`src/rtl/dice_pkg.sv`:
```
// Shared definitions for the dice game: FSM state encoding, width helpers
// and the default craps rule sums.
package dice_pkg;

  typedef enum logic [2:0] {
    COME_WAIT  = 3'd0,
    COME_EVAL  = 3'd1,
    POINT_WAIT = 3'd2,
    POINT_EVAL = 3'd3,
    WIN        = 3'd4,
    LOSE       = 3'd5
  } state_e;

  localparam int unsigned DEF_WIN_A     = 7;
  localparam int unsigned DEF_WIN_B     = 11;
  localparam int unsigned DEF_LOSE_A    = 2;
  localparam int unsigned DEF_LOSE_B    = 3;
  localparam int unsigned DEF_LOSE_C    = 12;
  localparam int unsigned DEF_SEVEN_OUT = 7;

  localparam int unsigned CNT_W   = 8;
  localparam int unsigned CNT_MAX = 255;

  // Bits needed to hold one die value 1..faces.
  function automatic int unsigned dw_f(input int unsigned faces);
    return $clog2(faces + 1);
  endfunction

  // Bits needed to hold the sum of n dice, each up to faces.
  function automatic int unsigned sw_f(input int unsigned n, input int unsigned faces);
    return $clog2(n * faces + 1);
  endfunction

endpackage

```
`src/rtl/dice_counter.sv`:
```
// Free-running odometer of NUM_DICE dice, each counting 1..FACES.
// Die 0 steps every cycle; die k steps when dice 0..k-1 are all at FACES.
// Ports:
//   CLK       clock, rising edge
//   reset     synchronous, active-high; all dice return to 1
//   values_o  current die values, die k at bits [k*DW +: DW]
module dice_counter
  import dice_pkg::*;
#(
  parameter int unsigned NUM_DICE = 2,
  parameter int unsigned FACES    = 6,
  localparam int unsigned DW      = dw_f(FACES)
) (
  input  logic                   CLK,
  input  logic                   reset,
  output logic [NUM_DICE*DW-1:0] values_o
);

  logic [NUM_DICE-1:0][DW-1:0] die_q;
  logic [NUM_DICE-1:0][DW-1:0] die_d;

  // Ripple the wrap condition upward like an odometer carry.
  always_comb begin
    logic run;
    run   = 1'b1;
    die_d = die_q;
    for (int k = 0; k < NUM_DICE; k++) begin
      if (run) begin
        die_d[k] = (die_q[k] == DW'(FACES)) ? DW'(1) : die_q[k] + DW'(1);
      end
      run = run & (die_q[k] == DW'(FACES));
    end
  end

  always_ff @(posedge CLK) begin
    if (reset) begin
      die_q <= {NUM_DICE{DW'(1)}};
    end else begin
      die_q <= die_d;
    end
  end

  assign values_o = die_q;

endmodule

```
`src/rtl/dice_game_n.sv`:
```
// Parameterised craps-style dice game. A free-running odometer supplies the
// dice; each rising edge of roll captures them and an FSM applies the
// come-out and point-phase rules. Results are sticky until reset.
// Ports:
//   CLK         clock, rising edge
//   reset       synchronous, active-high
//   roll        roll button (level); each rising edge is one roll request
//   dice        captured die values, die k at bits [k*DW +: DW]
//   sum         sum of captured dice
//   point       established point, 0 when none
//   roll_count  point-phase rolls taken (saturating)
//   ready       block accepts a roll request
//   win, lose   sticky game result
module dice_game_n
  import dice_pkg::*;
#(
  parameter int unsigned NUM_DICE        = 2,
  parameter int unsigned FACES           = 6,
  parameter int unsigned WIN_A           = DEF_WIN_A,
  parameter int unsigned WIN_B           = DEF_WIN_B,
  parameter int unsigned LOSE_A          = DEF_LOSE_A,
  parameter int unsigned LOSE_B          = DEF_LOSE_B,
  parameter int unsigned LOSE_C          = DEF_LOSE_C,
  parameter int unsigned SEVEN_OUT       = DEF_SEVEN_OUT,
  parameter int unsigned MAX_POINT_ROLLS = 0,
  localparam int unsigned DW             = dw_f(FACES),
  localparam int unsigned SW             = sw_f(NUM_DICE, FACES)
) (
  input  logic                   CLK,
  input  logic                   reset,
  input  logic                   roll,
  output logic [NUM_DICE*DW-1:0] dice,
  output logic [SW-1:0]          sum,
  output logic [SW-1:0]          point,
  output logic [CNT_W-1:0]       roll_count,
  output logic                   ready,
  output logic                   win,
  output logic                   lose
);

  state_e                 state_q, state_d;
  logic                   roll_q;
  logic                   roll_edge;
  logic [NUM_DICE*DW-1:0] cnt_dice;
  logic [SW-1:0]          roll_sum;
  logic [NUM_DICE*DW-1:0] dice_q, dice_d;
  logic [SW-1:0]          sum_q, sum_d;
  logic [SW-1:0]          point_q, point_d;
  logic [CNT_W-1:0]       count_q, count_d;
  logic                   ready_q, ready_d;
  logic                   win_q, win_d;
  logic                   lose_q, lose_d;

  dice_counter #(
    .NUM_DICE (NUM_DICE),
    .FACES    (FACES)
  ) u_counter (
    .CLK      (CLK),
    .reset    (reset),
    .values_o (cnt_dice)
  );

  // Follows the button even in reset so a held button cannot roll on release.
  always_ff @(posedge CLK) begin
    roll_q <= roll;
  end

  assign roll_edge = roll & ~roll_q;

  // Sum of the live counters, captured alongside the dice.
  always_comb begin
    roll_sum = '0;
    for (int k = 0; k < NUM_DICE; k++) begin
      roll_sum = roll_sum + SW'(cnt_dice[k*DW +: DW]);
    end
  end

  // Next-state and datapath updates.
  always_comb begin
    logic [CNT_W-1:0] count_inc;
    logic             is_win;
    logic             is_lose;

    state_d = state_q;
    dice_d  = dice_q;
    sum_d   = sum_q;
    point_d = point_q;
    count_d = count_q;

    count_inc = (count_q == CNT_W'(CNT_MAX)) ? count_q : count_q + CNT_W'(1);
    // Compare at 32 bits so rule sums beyond the reachable range never alias.
    is_win    = (32'(sum_q) == WIN_A) || (32'(sum_q) == WIN_B);
    is_lose   = (32'(sum_q) == LOSE_A) || (32'(sum_q) == LOSE_B) ||
                (32'(sum_q) == LOSE_C);

    unique case (state_q)
      COME_WAIT, POINT_WAIT: begin
        if (roll_edge) begin
          dice_d  = cnt_dice;
          sum_d   = roll_sum;
          state_d = (state_q == COME_WAIT) ? COME_EVAL : POINT_EVAL;
        end
      end
      COME_EVAL: begin
        if (is_win) begin
          state_d = WIN;
        end else if (is_lose) begin
          state_d = LOSE;
        end else begin
          point_d = sum_q;
          count_d = '0;
          state_d = POINT_WAIT;
        end
      end
      POINT_EVAL: begin
        count_d = count_inc;
        if (sum_q == point_q) begin
          state_d = WIN;
        end else if (32'(sum_q) == SEVEN_OUT) begin
          state_d = LOSE;
        end else if ((MAX_POINT_ROLLS != 0) && (32'(count_inc) == MAX_POINT_ROLLS)) begin
          state_d = LOSE;
        end else begin
          state_d = POINT_WAIT;
        end
      end
      WIN, LOSE: begin
        state_d = state_q;
      end
      default: begin
        state_d = COME_WAIT;
      end
    endcase

    // Flags are registered views of the state being entered.
    ready_d = (state_d == COME_WAIT) || (state_d == POINT_WAIT);
    win_d   = (state_d == WIN);
    lose_d  = (state_d == LOSE);
  end

  // State register.
  always_ff @(posedge CLK) begin
    if (reset) begin
      state_q <= COME_WAIT;
    end else begin
      state_q <= state_d;
    end
  end

  // Datapath and output registers.
  always_ff @(posedge CLK) begin
    if (reset) begin
      dice_q  <= '0;
      sum_q   <= '0;
      point_q <= '0;
      count_q <= '0;
      ready_q <= 1'b1;
      win_q   <= 1'b0;
      lose_q  <= 1'b0;
    end else begin
      dice_q  <= dice_d;
      sum_q   <= sum_d;
      point_q <= point_d;
      count_q <= count_d;
      ready_q <= ready_d;
      win_q   <= win_d;
      lose_q  <= lose_d;
    end
  end

  assign dice       = dice_q;
  assign sum        = sum_q;
  assign point      = point_q;
  assign roll_count = count_q;
  assign ready      = ready_q;
  assign win        = win_q;
  assign lose       = lose_q;

endmodule

```
`config.mk`:
```
export PLATFORM = sky130hd
export DESIGN_NAME = dice_game_n
export DESIGN_NICKNAME = d
export VERILOG_FILES = /design/src/rtl/dice_pkg.sv /design/src/rtl/dice_counter.sv /design/src/rtl/dice_game_n.sv
export SDC_FILE = /design/constraint.sdc
export NUM_CORES = 1
export LEC_CHECK = 0
export CORE_ASPECT_RATIO = 0.7
export CORE_MARGIN = 2
export CORE_UTILIZATION = 50
export DETAILED_ROUTE_END_ITERATION = 6
export PLACE_DENSITY = 0.85
export SLEW_MARGIN = 10
export SYNTH_ARGS = -nofsm -noshare
export SYNTH_HDL_FRONTEND = slang
export SYNTH_SLANG_ARGS = --single-unit
```
`constraint.sdc`:
```
create_clock -name CLK -period 3.45 [get_ports CLK]
set_input_delay 0.69 -clock CLK [delete_from_list [all_inputs] [get_ports CLK]]
set_output_delay 0.69 -clock CLK [all_outputs]
set_load 0.02 [all_outputs]
```
==> flow_summary_export.csv <==
group,metric,value,unit
run_status,run_status,"finished, final reports clean",
finish,drive_gt1_share,7.31,%
global_route,met2_usage,27.0,%
logic_synthesis,synth_top_area_share,44.2,%
worst_setup_path,path_max_fanout,9,
worst_setup_path,crit_end,"sum[2]",
logic_synthesis,syn_inst,188,
logic_synthesis,avgSynthCellArea,8.43,um^2
die,placementRows,17,
power_and_ir_drop,p_clk_share,37.6,%
sta,fin_ws,1.29,ns
die,dieHeight,51.1,um
sta,tns,0,ns
clock_tree,cts-hold-fix-buffers,0,
clock_tree,cts_tree,"yes",
power_and_ir_drop,switchingPower,0.222,mW
route,ant_nets,0,
global_route,use_met3,5.92,%
sta,fin_skew,0.00549,ns
logic_synthesis,ys_seq_area_share,44.2,%
finish,finalInstanceArea,2000,um^2
logic_synthesis,yosysUniqueCellTypes,40,
hold_path,hold_path.class,"flip-flop to flip-flop",
logic_synthesis,ys_top_cells_by_area,"dfxtp_1 (44%), a21oi_1 (7.3%), nand2_1 (5.4%)",
power_and_ir_drop,power.total,0.870,mW
worst_setup_path,r2r_slack,1.67,ns
worst_setup_path,path_cells,"clkdlybuf4s50_1",
worst_setup_path,slowest_stage,"clkdlybuf4s50_1",
sta,max_freq,463,MHz
sta,tightest_slew,0.541,ns
finish,layout.nets,228,
die,dieArea,3640,um^2
logic_synthesis,postSynthNetCount,198,
route,avgRoutedWirePerCell,12.7,um
global_route,grt_busiest_layer,"met1",
hold_path,hold_depth,2,
worst_setup_path,critPathKind,"flip-flop to output pin",
worst_setup_path,crit_family,"buffers and inverters",
route,finalWirelength,3270,um
logic_synthesis,netlist.top_cell.by_area,"dfxtp_1",
route,dr.pass1.iters,4,
global_route,gr-total-overflow,0,
route,vias_per_cell,5.45,
sta,rsz0062_at_grt,"no",
power_and_ir_drop,p_comb_share,12.0,%
power_and_ir_drop,vdd_drop_max,222,uV
clock_tree,cts_root_buf,"clkbuf_8",
global_route,antenna_found_initial,0,
die,core,3080,um^2
global_route,grt_max_degree,18,
worst_setup_path,crit_path_start,"sum[2]$_SDFFE_PP0P_",
clock_tree,cts_buffer_depth,2,
sta,period_needed,2.16,ns
placed_design,place_hpwl,2240,um
global_route,globalRouteMet1Util,29.3,%
global_route,grt_pass1_wl,5620,um
clock_tree,clock_sinks,35,
finish,fin_cells,257,
worst_setup_path,path_depth,1,
sta,drv_slew,0,
route,vias,1400,
sta,final_hold_viol_count,0,
placed_design,portBuffers,27,
route,drt_iter0_markers,99,
logic_synthesis,synth_ff_type,"dfxtp_1",
finish,fin_util,64.8,%
placed_design,dp.cells,249,
clock_tree,cts_made_buffers,5,
placed_design,gp_congestion,0.837,
sta,post-route-period-util,62.6,%
worst_setup_path,end_kind,"output pin",
clock_tree,clkSlewWorstSetupHoldPaths,0.07,ns
worst_setup_path,crit_buf_inv,1,
logic_synthesis,ys_seq_elements,35,
worst_setup_path,r2r-end,"roll_count[6]$_SDFFE_PP0P_",
sta,setup_viol,0,
route,drcViolationCount,0,
placed_design,place_ws,1.26,ns
global_route,grt_pass1_vias,1193,
worst_setup_path,r2r-start,"state_q[2]$_SDFF_PP0_",
die,pin_count,28,
logic_synthesis,synth_edf_count,0,
clock_tree,htree_levels,2,
worst_setup_path,crit_arrival,1.47,ns
finish,area_growth,26.1,%
power_and_ir_drop,p_leak,0.769,nW
power_and_ir_drop,swShare,25.5,%
die,initial_core_util,51.4,%
flow_run,drv_cap,0,
die,die_w,71.3,um
finish,antenna_cells,0,
worst_setup_path,critPathRequiredTime,2.76,ns
placed_design,placed_area,1900,um^2
sta,slew_headroom,63.8,%
logic_synthesis,ys.warnings.count,0,
clock_tree,ctsResizeCount,0,
sta,holdWs,0.457,ns
worst_setup_path,critPathLaunchType,"flip-flop",
worst_setup_path,ff2ff_path_depth,5,
power_and_ir_drop,seq_power_share,50.5,%
global_route,grt.total_usage,20.4,%
power_and_ir_drop,power_density,435,nW/um^2
logic_synthesis,synth_area,1590,um^2
clock_tree,cts_setup_buffers,0,
worst_setup_path,max_stage_delay,0.67,ns
power_and_ir_drop,intPower,0.649,mW
clock_tree,clk_latency,0.29,ns
logic_synthesis,async_flop_share,0,%
logic make-up (layout without fill, tap and decap cells):
family / after synthesis / after routing / share of synthesized area, %
DFF: 35 / 35 / 44.2
adders and majority gates: 7 / 7 / 6.00
AOI/OAI and AO/OA: 47 / 47 / 17.4
and+or+nand+nor: 81 / 81 / 26.0
muxes: 1 / 1 / 0.631
xor gates and xnor gates: 5 / 5 / 2.76
buffers and inverters: 12 / 43 / 3.00
sequential cells by signal (all words and copies together) (netlist names):
name                cells
lose                    1
u_counter.values_o      6
roll_q                  1
win                     1
point                   4
state_q                 3
sum                     4
ready                   1
dice                    6
roll_count              8
power by group through the flow:
| stage | Combinational (mW) | Clock [mW] | Sequential [mW] |
|---|---|---|---|
| 2_1_floorplan | 0.0625 | 0 | 0.452 |
| 3_3_place_gp | 0.103 | 0 | 0.447 |
| 3_5_place_dp | 0.103 | 0 | 0.448 |
| 4_1_cts | 0.104 | 0.334 | 0.439 |
| 5_1_grt | 0.115 | 0.350 | 0.442 |
| 6_report | 0.104 | 0.327 | 0.439 |
layout make-up:
type,count,area [um^2]
repair buffers,29,285
well taps,38,47.5
clock buffers,8,100
inverters,6,22.5
multi-input cells,141,843
fillers,264,1080
flip-flops and latches,35,701
tightest hold or removal path, cell delays in order (launching register included):
cell     delay, ns
dfxtp_1       0.31
nand2_1       0.05
a21oi_1       0.05
synthesized netlist by cell type, types with 2 or more instances:
cell type	instances
dfxtp_1	35
nand3_1	5
inv_1	6
nand3b_1	3
o21ai_0	11
nor2b_1	3
o211ai_1	2
a211oi_1	3
nand2b_1	2
a21oi_1	23
and3_1	3
and2_1	3
or3_1	3
ha_1	6
buf_2	2
clkbuf_1	3
nor3_1	7
nor2_1	20
or2_2	2
nand2_1	23
xor2_1	4
cells in the final DEF (no fill, tap or decap), types with 2 or more instances in the layout:
cell / count
nand3_1: 5
or2_2: 2
o21ai_0: 11
a21oi_1: 23
ha_1: 6
clkbuf_8: 7
nand2_1: 23
nor3_1: 7
nor2b_1: 3
nand2b_1: 2
and3_1: 3
clkdlybuf4s50_1: 27
and2_1: 3
inv_1: 6
dfxtp_1: 35
a211oi_1: 3
nor2_1: 20
or3_1: 3
xor2_1: 4
buf_4: 2
nand3b_1: 3
o211ai_1: 2
worst min-delay path by stage:
stage | from | to
after floorplan | u_counter.values_o[0]$_SDFF_PP1_ | dice[0]$_SDFFE_PP0P_
after global placement | dice[0]$_SDFFE_PP0P_ | dice[0]$_SDFFE_PP0P_
after detailed placement | dice[1]$_SDFFE_PP0P_ | dice[1]$_SDFFE_PP0P_
after CTS | dice[3]$_SDFFE_PP0P_ | dice[3]$_SDFFE_PP0P_
after global routing | dice[0]$_SDFFE_PP0P_ | dice[0]$_SDFFE_PP0P_
final | dice[3]$_SDFFE_PP0P_ | dice[3]$_SDFFE_PP0P_
layer usage:
| layer | routed length (um) | vias up |
|---|---|---|
| met1 | 1710 | 635 |
| met4 | 55 | 0 |
| met2 | 1310 | 47 |
| met3 | 197 | 5 |
| met5 | 0 | - |
| li1 | - | 713 |
Note: power is estimated with default switching activity, not from simulation.
